--- config.mk ---
export PLATFORM = sky130hd
export DESIGN_NAME = serial_subtractor_flat
export DESIGN_NICKNAME = d
export VERILOG_FILES = /design/src/rtl/serial_sub_pkg.sv /design/src/rtl/serial_subtractor_if.sv /design/src/rtl/full_subtractor.sv /design/src/rtl/serial_subtractor.sv /design/src/flat_wrapper.sv
export SDC_FILE = /design/constraint.sdc
export NUM_CORES = 1
export LEC_CHECK = 0
export ABC_AREA = 1
export CORE_MARGIN = 5
export CORE_UTILIZATION = 54
export DETAILED_ROUTE_END_ITERATION = 6
export GPL_TIMING_DRIVEN = 0
export PLACE_DENSITY = 0.95
export RECOVER_POWER = 25
export REMOVE_ABC_BUFFERS = 1
export SETUP_SLACK_MARGIN = 0.15
export SLEW_MARGIN = 20
export SYNTH_ARGS = -nofsm -noshare
export SYNTH_HDL_FRONTEND = slang
export SYNTH_SLANG_ARGS = --single-unit
--- constraint.sdc ---
create_clock -name clk -period 1.9 [get_ports clk]
set_input_delay 0.38 -clock clk [delete_from_list [all_inputs] [get_ports clk]]
set_output_delay 0.38 -clock clk [all_outputs]
set_load 0.02 [all_outputs]
--- src/rtl/serial_sub_pkg.sv ---
// Shared types and defaults for the bit-serial subtractor.
package serial_sub_pkg;

  typedef enum logic [1:0] {
    IDLE  = 2'd0,
    SHIFT = 2'd1,
    DONE  = 2'd2
  } state_t;

  localparam int DEFAULT_WIDTH = 8;

endpackage

--- src/rtl/serial_subtractor_if.sv ---
// Operand/result handshake bundle for serial_subtractor.
// valid/ready: a transfer happens on a rising edge where both valid and ready are 1;
// the producer holds its payload stable while valid is 1 and ready is 0.
interface serial_subtractor_if #(
  parameter int WIDTH = serial_sub_pkg::DEFAULT_WIDTH
);
  logic             in_valid;
  logic             in_ready;
  logic [WIDTH-1:0] in_a;
  logic [WIDTH-1:0] in_b;
  logic             out_valid;
  logic             out_ready;
  logic [WIDTH-1:0] out_diff;
  logic             out_borrow;
  logic             out_ovf;

  modport master (
    output in_valid, in_a, in_b, out_ready,
    input  in_ready, out_valid, out_diff, out_borrow, out_ovf
  );

  modport slave (
    input  in_valid, in_a, in_b, out_ready,
    output in_ready, out_valid, out_diff, out_borrow, out_ovf
  );
endinterface

--- src/rtl/full_subtractor.sv ---
// One-bit full subtractor: d = a - b - bin, bout is the borrow out.
module full_subtractor (
  input  logic a,
  input  logic b,
  input  logic bin,
  output logic d,
  output logic bout
);
  assign d    = a ^ b ^ bin;
  assign bout = (~a & b) | (~(a ^ b) & bin);
endmodule

--- src/rtl/serial_subtractor.sv ---
// Bit-serial a - b: one full-subtractor step per cycle, LSB first, WIDTH cycles per operation.
module serial_subtractor
  import serial_sub_pkg::*;
#(
  parameter int WIDTH = DEFAULT_WIDTH
) (
  input  logic                 clk,
  input  logic                 rst_n,
  serial_subtractor_if.slave   bus,
  output state_t               o_state
);
  localparam int CNT_W = $clog2(WIDTH + 1);

  state_t             r_state;
  logic [WIDTH-1:0]   r_a;
  logic [WIDTH-1:0]   r_b;
  logic [WIDTH-1:0]   r_res;
  logic [CNT_W-1:0]   r_cnt;
  logic               r_borrow;
  logic               r_ovf;
  logic               r_in_ready;
  logic               r_out_valid;

  logic               w_d;
  logic               w_bout;

  full_subtractor u_fs (
    .a    (r_a[0]),
    .b    (r_b[0]),
    .bin  (r_borrow),
    .d    (w_d),
    .bout (w_bout)
  );

  always_ff @(posedge clk or negedge rst_n) begin
    if (!rst_n) begin
      r_state     <= IDLE;
      r_a         <= '0;
      r_b         <= '0;
      r_res       <= '0;
      r_cnt       <= '0;
      r_borrow    <= 1'b0;
      r_ovf       <= 1'b0;
      r_in_ready  <= 1'b1;
      r_out_valid <= 1'b0;
    end else begin
      case (r_state)
        IDLE: begin
          if (bus.in_valid && r_in_ready) begin
            r_a        <= bus.in_a;
            r_b        <= bus.in_b;
            r_borrow   <= 1'b0;
            r_ovf      <= 1'b0;
            r_cnt      <= '0;
            r_in_ready <= 1'b0;
            r_state    <= SHIFT;
          end
        end
        SHIFT: begin
          r_res    <= {w_d, r_res[WIDTH-1:1]};
          r_a      <= r_a >> 1;
          r_b      <= r_b >> 1;
          r_borrow <= w_bout;
          r_cnt    <= r_cnt + CNT_W'(1);
          // On the MSB step r_borrow is the borrow into bit WIDTH-1.
          if (r_cnt == CNT_W'(WIDTH - 1)) begin
            r_ovf       <= r_borrow ^ w_bout;
            r_out_valid <= 1'b1;
            r_state     <= DONE;
          end
        end
        DONE: begin
          if (bus.out_ready) begin
            r_out_valid <= 1'b0;
            r_in_ready  <= 1'b1;
            r_state     <= IDLE;
          end
        end
        default: begin
          r_out_valid <= 1'b0;
          r_in_ready  <= 1'b1;
          r_state     <= IDLE;
        end
      endcase
    end
  end

  assign bus.in_ready   = r_in_ready;
  assign bus.out_valid  = r_out_valid;
  assign bus.out_diff   = r_res;
  assign bus.out_borrow = r_borrow;
  assign bus.out_ovf    = r_ovf;
  assign o_state        = r_state;

endmodule
--- src/flat_wrapper.sv ---
// flat-port wrapper written by rule: the top's interface ports become plain ports
module serial_subtractor_flat import serial_sub_pkg::*;
#(
  parameter int WIDTH = DEFAULT_WIDTH
)
  (clk, rst_n, o_state, bus_in_valid, bus_in_a, bus_in_b, bus_out_ready, bus_in_ready, bus_out_valid, bus_out_diff, bus_out_borrow, bus_out_ovf);
  serial_subtractor_if #(.WIDTH(WIDTH)) bus_i ();
  input  logic clk;
  input  logic rst_n;
  output state_t o_state;
  input wire logic [$bits(bus_i.in_valid)-1:0] bus_in_valid;
  input wire logic [$bits(bus_i.in_a)-1:0] bus_in_a;
  input wire logic [$bits(bus_i.in_b)-1:0] bus_in_b;
  input wire logic [$bits(bus_i.out_ready)-1:0] bus_out_ready;
  output wire logic [$bits(bus_i.in_ready)-1:0] bus_in_ready;
  output wire logic [$bits(bus_i.out_valid)-1:0] bus_out_valid;
  output wire logic [$bits(bus_i.out_diff)-1:0] bus_out_diff;
  output wire logic [$bits(bus_i.out_borrow)-1:0] bus_out_borrow;
  output wire logic [$bits(bus_i.out_ovf)-1:0] bus_out_ovf;
  assign bus_i.in_valid = bus_in_valid;
  assign bus_i.in_a = bus_in_a;
  assign bus_i.in_b = bus_in_b;
  assign bus_i.out_ready = bus_out_ready;
  assign bus_in_ready = bus_i.in_ready;
  assign bus_out_valid = bus_i.out_valid;
  assign bus_out_diff = bus_i.out_diff;
  assign bus_out_borrow = bus_i.out_borrow;
  assign bus_out_ovf = bus_i.out_ovf;
  serial_subtractor #(.WIDTH(WIDTH)) u_core (.clk(clk), .rst_n(rst_n), .bus(bus_i), .o_state(o_state));
endmodule
==> results of run 1 <==
==> area by class of cell <==
| cell class | instances | area [sq um] | area share |
|---|---|---|---|
| clock buffers | 7 | 55.05 | 0.02766 |
| inverters | 13 | 48.80 | 0.02451 |
| clock inverters | 1 | 5.005 | 0.002514 |
| flip-flops and latches | 34 | 852.1 | 0.4280 |
| repair buffers | 35 | 346.6 | 0.1741 |
| multi-input cells | 153 | 644.4 | 0.3237 |
| well taps | 31 | 38.79 | 0.01948 |
==> worst register-to-register path, delay by kind of cell (launching register included) <==
kind,cells,cell delay (ns)
AO/OA/AOI/OAI,1,0.11
buffers and inverters,1,0.31
flip-flops,1,0.56
AND/OR/NAND/NOR,3,0.40
==> sequential cells by signal (all words and copies together), names as in the netlist <==
name and cells:
u_core.bus.out_ovf 1, u_core.bus.out_valid 1, u_core.bus.in_ready 1, u_core.r_a 8
u_core.r_cnt 4, u_core.bus.out_borrow 1, u_core.o_state 2, u_core.bus.out_diff 8
u_core.r_b 8
==> power by group <==
group	switching (uW)	internal, uW	leakage [uW]	total, uW
clock	248	179	0.0000353	427
sequential	218	1050	0.000433	1260
combinational	954	566	0.000679	1520
total	1420	1790	0.00115	3210
==> layout by cell type (no fill, tap or decap) <==
cell type | Yosys | layout
nor2_1 | 4 | 4
ha_1 | 1 | 1
inv_2 | 3 | 3
clkdlybuf4s50_1 | 0 | 23
clkinv_2 | 0 | 1
nand2_2 | 1 | 2
clkbuf_2 | 0 | 1
or2_2 | 1 | 1
a21o_1 | 1 | 1
xnor2_1 | 1 | 1
dlygate4sd2_1 | 0 | 4
clkbuf_4 | 0 | 5
fa_1 | 1 | 1
dfstp_2 | 1 | 1
nor2_4 | 1 | 1
clkbuf_1 | 0 | 2
inv_1 | 10 | 10
nand4_1 | 1 | 1
dlygate4sd3_1 | 0 | 1
dfrtp_1 | 33 | 33
clkbuf_8 | 0 | 1
a21oi_1 | 1 | 1
o21ai_0 | 10 | 10
nand3_1 | 4 | 4
dlymetal6s2s_1 | 0 | 5
nand2_1 | 126 | 125
==> cells by family after synthesis <==
| group | after synthesis | synth area share |
|---|---|---|
| AOI/OAI and AO/OA | 12 | 0.03931 |
| DFF | 34 | 0.5354 |
| xor gates and xnor gates | 1 | 0.005504 |
| and+or+nand+nor | 138 | 0.3381 |
| buffers and inverters | 20 | 0.06132 |
| adders and majority gates | 2 | 0.02044 |
==> synthesized netlist by cell type <==
cell type,number,share of area
inv_1,10,0.024
dfrtp_1,33,0.52
nand2_1,126,0.30
a21oi_1,1,0.0031
nand3_1,4,0.013
o21ai_0,10,0.031
or2_2,1,0.0039
xnor2_1,1,0.0055
buf_2,3,0.0094
nor2_4,1,0.0071
buf_4,3,0.014
inv_2,3,0.0071
ha_1,1,0.0079
fa_1,1,0.013
nand4_1,1,0.0039
nor2_1,4,0.0094
dfstp_2,1,0.017
buf_6,1,0.0071
a21o_1,1,0.0047
nand2_2,1,0.0039
==> routing by layer <==
layer,track usage,routed length (microns),vias to the layer above
met1,0.2100,1360,652
met5,0,0,-
met4,0.06870,54,0
li1,-,-,694
met2,0.2786,1552,40
met3,0.04553,223,6
==> per-stage QoR <==
| stage | util | TNS (ns) |
|---|---|---|
| 2_1_floorplan | - | 0 |
| 3_3_place_gp | 0.6874 | -8.970 |
| 3_5_place_dp | 0.6928 | -1.971 |
| 4_1_cts | 0.7161 | 0 |
| 5_1_grt | 0.7157 | 0 |
| 6_report | 0.7157 | 0 |
==> how the worst max path moves through the flow <==
stage                                               endpoint  cells after the start  slack [ns]                             from
final                                            bus_out_ovf                      1        0.19   u_core.bus.out_ovf$_DFFE_PN0P_
after global routing                             bus_out_ovf                      1        0.15   u_core.bus.out_ovf$_DFFE_PN0P_
after CTS                          u_core.r_b[7]$_DFFE_PN0P_                      5        0.15  u_core.bus.in_ready$_DFFE_PN1P_
after detailed placement           u_core.r_b[5]$_DFFE_PN0P_                      7       -0.15                     bus_in_valid
after global placement    u_core.bus.out_diff[1]$_DFFE_PN0P_                      1       -0.22                            rst_n
after floorplan                    u_core.r_b[7]$_DFFE_PN0P_                      5        0.42  u_core.bus.in_ready$_DFFE_PN1P_
==> timing repair <==
action / 4_1_cts / 5_1_grt
endpoints found under the setup margin: 5 / 20
hold endpoints to repair: 17 / 0
resized for setup: 4 / 6
hold buffers: 1 / 0
==> impl_metrics.env, run 1 <==
export IMPL_die_h_microns=64.29
export IMPL_grt_pass1_vias=1289
export IMPL_syn_area_per_cell_sq_um=7.689
export IMPL_worst_hold_slack_ns=0.3213
export IMPL_syn_area_sq_um=1592
export IMPL_cp_max_fo=2
export IMPL_r2r_start="u_core.bus.in_ready$_DFFE_PN1P_"
export IMPL_htree_levels=2
export IMPL_cp_cell_sequence="clkdlybuf4s50_1"
export IMPL_dpl_hpwl_microns=2141
export IMPL_clock_skew_ns=0.01100
export IMPL_cp_top_family="buffers and inverters"
export IMPL_critPathLaunchType="register"
export IMPL_hp_class="input pin to asynchronous set/reset pin"
export IMPL_critical_path_max_stage_delay_ns=0.61
export IMPL_wl_per_cell_microns=11.64
export IMPL_maxSlewHeadroom=0.4591
export IMPL_crit_type="register to output port"
export IMPL_setup_viol=0
export IMPL_synth_seq_cells=34
export IMPL_final_critical_path_setup_slack_ns=0.1876
export IMPL_ios=34
export IMPL_grt_max_degree=34
export IMPL_regToRegSetupSlack_ns=0.42
export IMPL_nFillCells=207
export IMPL_yosysWarnings=0
export IMPL_fmax_mhz=584.0
export IMPL_cap_violations=0
export IMPL_final_area_sq_um=1991
export IMPL_gp_congestion=0.7418
export IMPL_grt_pass1_wl_microns=5595
export IMPL_irDropWorstVdd_mv=1.178
export IMPL_synthesis_instances=207
export IMPL_grt_total_usage=0.1693
export IMPL_cp_end_kind="output port"
export IMPL_r2r_cells=5
export IMPL_rows=19
export IMPL_slew_violations=0
export IMPL_cts_buffers=5
export IMPL_instances_no_fill=274
export IMPL_ant_nets=0
export IMPL_cellLeakagePower_uw=0.001147
export IMPL_critical_path_buf_inv_count=1
export IMPL_worst_slew_pin_slew_ns=0.8114
export IMPL_post_place_ws_ns=-0.1506
export IMPL_power_uw=3210
export IMPL_cts_tree="done"
export IMPL_rsz0062_at_grt="false"
export IMPL_reg2reg_to="u_core.r_b[7]$_DFFE_PN0P_"
export IMPL_grt_ovfl_total=0
export IMPL_crit_slowest_cell="clkdlybuf4s50_1"
export IMPL_clock_latency_ns=0.34
export IMPL_vias=1392
export IMPL_coreArea_sq_um=2781
export IMPL_drive_gt1_frac=0.06584
export IMPL_firstDrtPassIters=4
export IMPL_ys_seq_area_frac=0.5354
export IMPL_status="complete, no violations"
export IMPL_dpl_cell_area_sq_um=1927
export IMPL_io_buffers=33
export IMPL_initial_core_util=0.5722
export IMPL_antenna_found_initial=0
export IMPL_clk_pin_slew_worst_paths_ns=0.11
export IMPL_hold_viol_final=0
export IMPL_area_growth_syn_to_layout_pct=25.08
export IMPL_fp_dieW_microns=64.29
export IMPL_drt_total_wl_microns=3190
export IMPL_cts_root_buf="clkbuf_4"
export IMPL_cts_buffer_depth=2
export IMPL_viasPerCell=5.080
export IMPL_p_per_area_nw_per_um2=1613
export IMPL_final_min_clock_period_ns=1.712
export IMPL_fin_nets=264
export IMPL_drtIter0Drc=51
export IMPL_synth_distinct_cells=20
export IMPL_dieArea_sq_um=4133
export IMPL_antenna_cells=0
export IMPL_cts_sinks=34
export IMPL_cp_arrival_ns=1.33
export IMPL_period_share=0.9013
export IMPL_drc_errors=0
export IMPL_numPlacedInstances=265
export IMPL_cts_setup_buffers=0
export IMPL_cp_required_ns=1.52
No activity file was read; power rests on OpenSTA's default activity.
==> run 2: changes to the inputs <==
- TNS_END_PERCENT: not set -> 1
==> run 2 against run 1 <==
Core utilization is 0.40 points higher. First-iteration DRC count is 12% higher. Clock skew is 0.00078 ns lower. Cell area is 0.57% higher. Critical path depth stayed put. Clock power hardly changed. Die area stayed put. Flip-flop and latch count stayed put. Combinational power hardly changed. Largest cell class unchanged.
==> impl_metrics.env, run 2 (synthesis results as in run 1) <==
export IMPL_status="complete, no violations"
export IMPL_antenna_cells=0
export IMPL_ios=34
export IMPL_rsz0062_at_grt="false"
export IMPL_drc_errors=0
export IMPL_cts_sinks=34
export IMPL_htree_levels=2
export IMPL_grt_pass1_wl_microns=5595
export IMPL_grt_total_usage=0.1693
export IMPL_cp_depth=1
export IMPL_critical_path_max_stage_delay_ns=0.61
export IMPL_period_share=0.8982
export IMPL_post_place_ws_ns=-0.1506
export IMPL_die_h_microns=64.29
export IMPL_viasPerCell=5.026
export IMPL_gp_congestion=0.7418
export IMPL_layout_commonest_cell="nand2_1"
export IMPL_dieArea_sq_um=4133
export IMPL_cp_top_family="buffers and inverters"
export IMPL_worst_hold_slack_ns=0.3225
export IMPL_fmax_mhz=586.0
export IMPL_cts_buffers=5
export IMPL_hold_viol_final=0
export IMPL_use_met2=0.2786
export IMPL_cp_cell_sequence="clkdlybuf4s50_1"
export IMPL_instances_no_fill=274
export IMPL_clock_latency_ns=0.34
export IMPL_cp_max_fo=2
export IMPL_nFillCells=203
export IMPL_maxSlewHeadroom=0.4590
export IMPL_drive_gt1_frac=0.06584
export IMPL_cts_tree="done"
export IMPL_rows=19
export IMPL_cp_endpoint="bus_out_ovf"
export IMPL_critPathLaunchType="register"
export IMPL_finish_utilization=0.7197
export IMPL_firstDrtPassIters=4
export IMPL_clock_skew_ns=0.01022
export IMPL_tns_ns=0
export IMPL_grt_ovfl_total=0
export IMPL_ant_nets=0
export IMPL_drtIter0Drc=57
export IMPL_grt_use_met3=0.04553
export IMPL_p_per_area_nw_per_um2=1606
export IMPL_regToRegSetupSlack_ns=0.42
export IMPL_fin_nets=264
export IMPL_grtUsageMet1=0.2100
export IMPL_drt_total_wl_microns=3173
export IMPL_crit_type="register to output port"
export IMPL_crit_slowest_cell="clkdlybuf4s50_1"
export IMPL_r2r_cells=5
export IMPL_slew_violations=0
export IMPL_antenna_found_initial=0
export IMPL_cp_arrival_ns=1.33
export IMPL_numPlacedInstances=265
export IMPL_worst_slew_pin_slew_ns=0.8116
export IMPL_final_min_clock_period_ns=1.707
export IMPL_r2r_start="u_core.bus.in_ready$_DFFE_PN1P_"
export IMPL_final_cell_mix="nand2_1, dfrtp_1, clkdlybuf4s50_1, inv_1, o21ai_0"
export IMPL_reg2reg_to="u_core.r_b[7]$_DFFE_PN0P_"
export IMPL_final_critical_path_setup_slack_ns=0.1935
export IMPL_cts_buffer_depth=2
export IMPL_dpl_hpwl_microns=2141
export IMPL_coreArea_sq_um=2781
export IMPL_setup_viol=0
export IMPL_initial_core_util=0.5722
export IMPL_top_usage_layer="met2"
export IMPL_vias=1377
export IMPL_grt_pass1_vias=1289
export IMPL_cts_root_buf="clkbuf_4"
export IMPL_wl_per_cell_microns=11.58
export IMPL_clk_pin_slew_worst_paths_ns=0.11
export IMPL_cap_violations=0
export IMPL_cellLeakagePower_uw=0.001178
export IMPL_critical_path_buf_inv_count=1
export IMPL_crit_start="u_core.bus.out_ovf$_DFFE_PN0P_"
export IMPL_cp_end_kind="output port"
export IMPL_grt_max_degree=34
export IMPL_irDropWorstVdd_mv=1.177
export IMPL_hp_class="input pin to asynchronous set/reset pin"
export IMPL_area_growth_syn_to_layout_pct=25.79
export IMPL_cp_required_ns=1.52
export IMPL_io_buffers=33
export IMPL_fp_dieW_microns=64.29
==> run 2: changes by cell type in the layout (fill, tap and decap cells not counted) <==
cell            previous run  this run
dlygate4sd2_1              4         1
dlymetal6s2s_1             5         8
==> run 2: where the power goes <==
| part | total, uW | internal, uW | leakage (uW) | switching (uW) |
|---|---|---|---|---|
| clock network | 426 | 179 | 0.0000353 | 246 |
| registers | 1260 | 1040 | 0.000433 | 217 |
| logic | 1530 | 577 | 0.000710 | 951 |
| total | 3220 | 1800 | 0.00118 | 1410 |
==> run 2: repair_timing <==
action / 4_1_cts / 5_1_grt
pin swaps: 0 / 0
hold buffers: 1 / 0
endpoints found under the hold margin: 17 / 0
buffers inserted: 0 / 0
gates resized for setup: 1 / 9
endpoints found under the setup margin: 5 / 23
==> run 2: layout make-up <==
type / instances / area (sq um) / area share
sequential: 34 / 852.1 / 0.4256
inverter: 13 / 48.80 / 0.02437
clock inverter: 1 / 5.005 / 0.002500
tap: 31 / 38.79 / 0.01938
clock buffer: 7 / 55.05 / 0.02750
multi-input combinational: 153 / 644.4 / 0.3219
timing repair buffer: 35 / 357.8 / 0.1787
==> run 2: through the flow <==
| step | total power [uW] | instance area (sq um) |
|---|---|---|
| after floorplan | 2265 | 1543 |
| after global placement | 2765 | 1912 |
| after detailed placement | 2835 | 1927 |
| final | 3216 | 2002 |
| after global routing | 3513 | 2002 |
| after CTS | 3252 | 1996 |
==> run 2: worst min path at each step <==
stage / from / to / slack, ns / cells after the start
finish: rst_n / u_core.r_b[4]$_DFFE_PN0P_ / 0.32 / 2
global route: rst_n / u_core.r_b[4]$_DFFE_PN0P_ / 0.33 / 2
CTS: rst_n / u_core.r_b[4]$_DFFE_PN0P_ / 0.34 / 2
detailed placement: rst_n / u_core.r_b[4]$_DFFE_PN0P_ / 0.18 / 1
global placement: u_core.bus.in_ready$_DFFE_PN1P_ / u_core.bus.in_ready$_DFFE_PN1P_ / 0.46 / 2
floorplan: rst_n / u_core.bus.out_borrow$_DFFE_PN0P_ / 0.08 / 0
==> run 2: per-layer routing <==
metal  wire (microns)  part of all wire
met1             1384              0.44
met2             1530              0.48
met3              199             0.063
met4               59             0.019
met5                0                 0
==> run 3: changes to the inputs <==
- CTS_CLUSTER_DIAMETER: not set -> 200
- HOLD_SLACK_MARGIN: not set -> 0.08
==> results of run 3 <==
No change in the layout: final DEF, timing and power equal those of run 2.
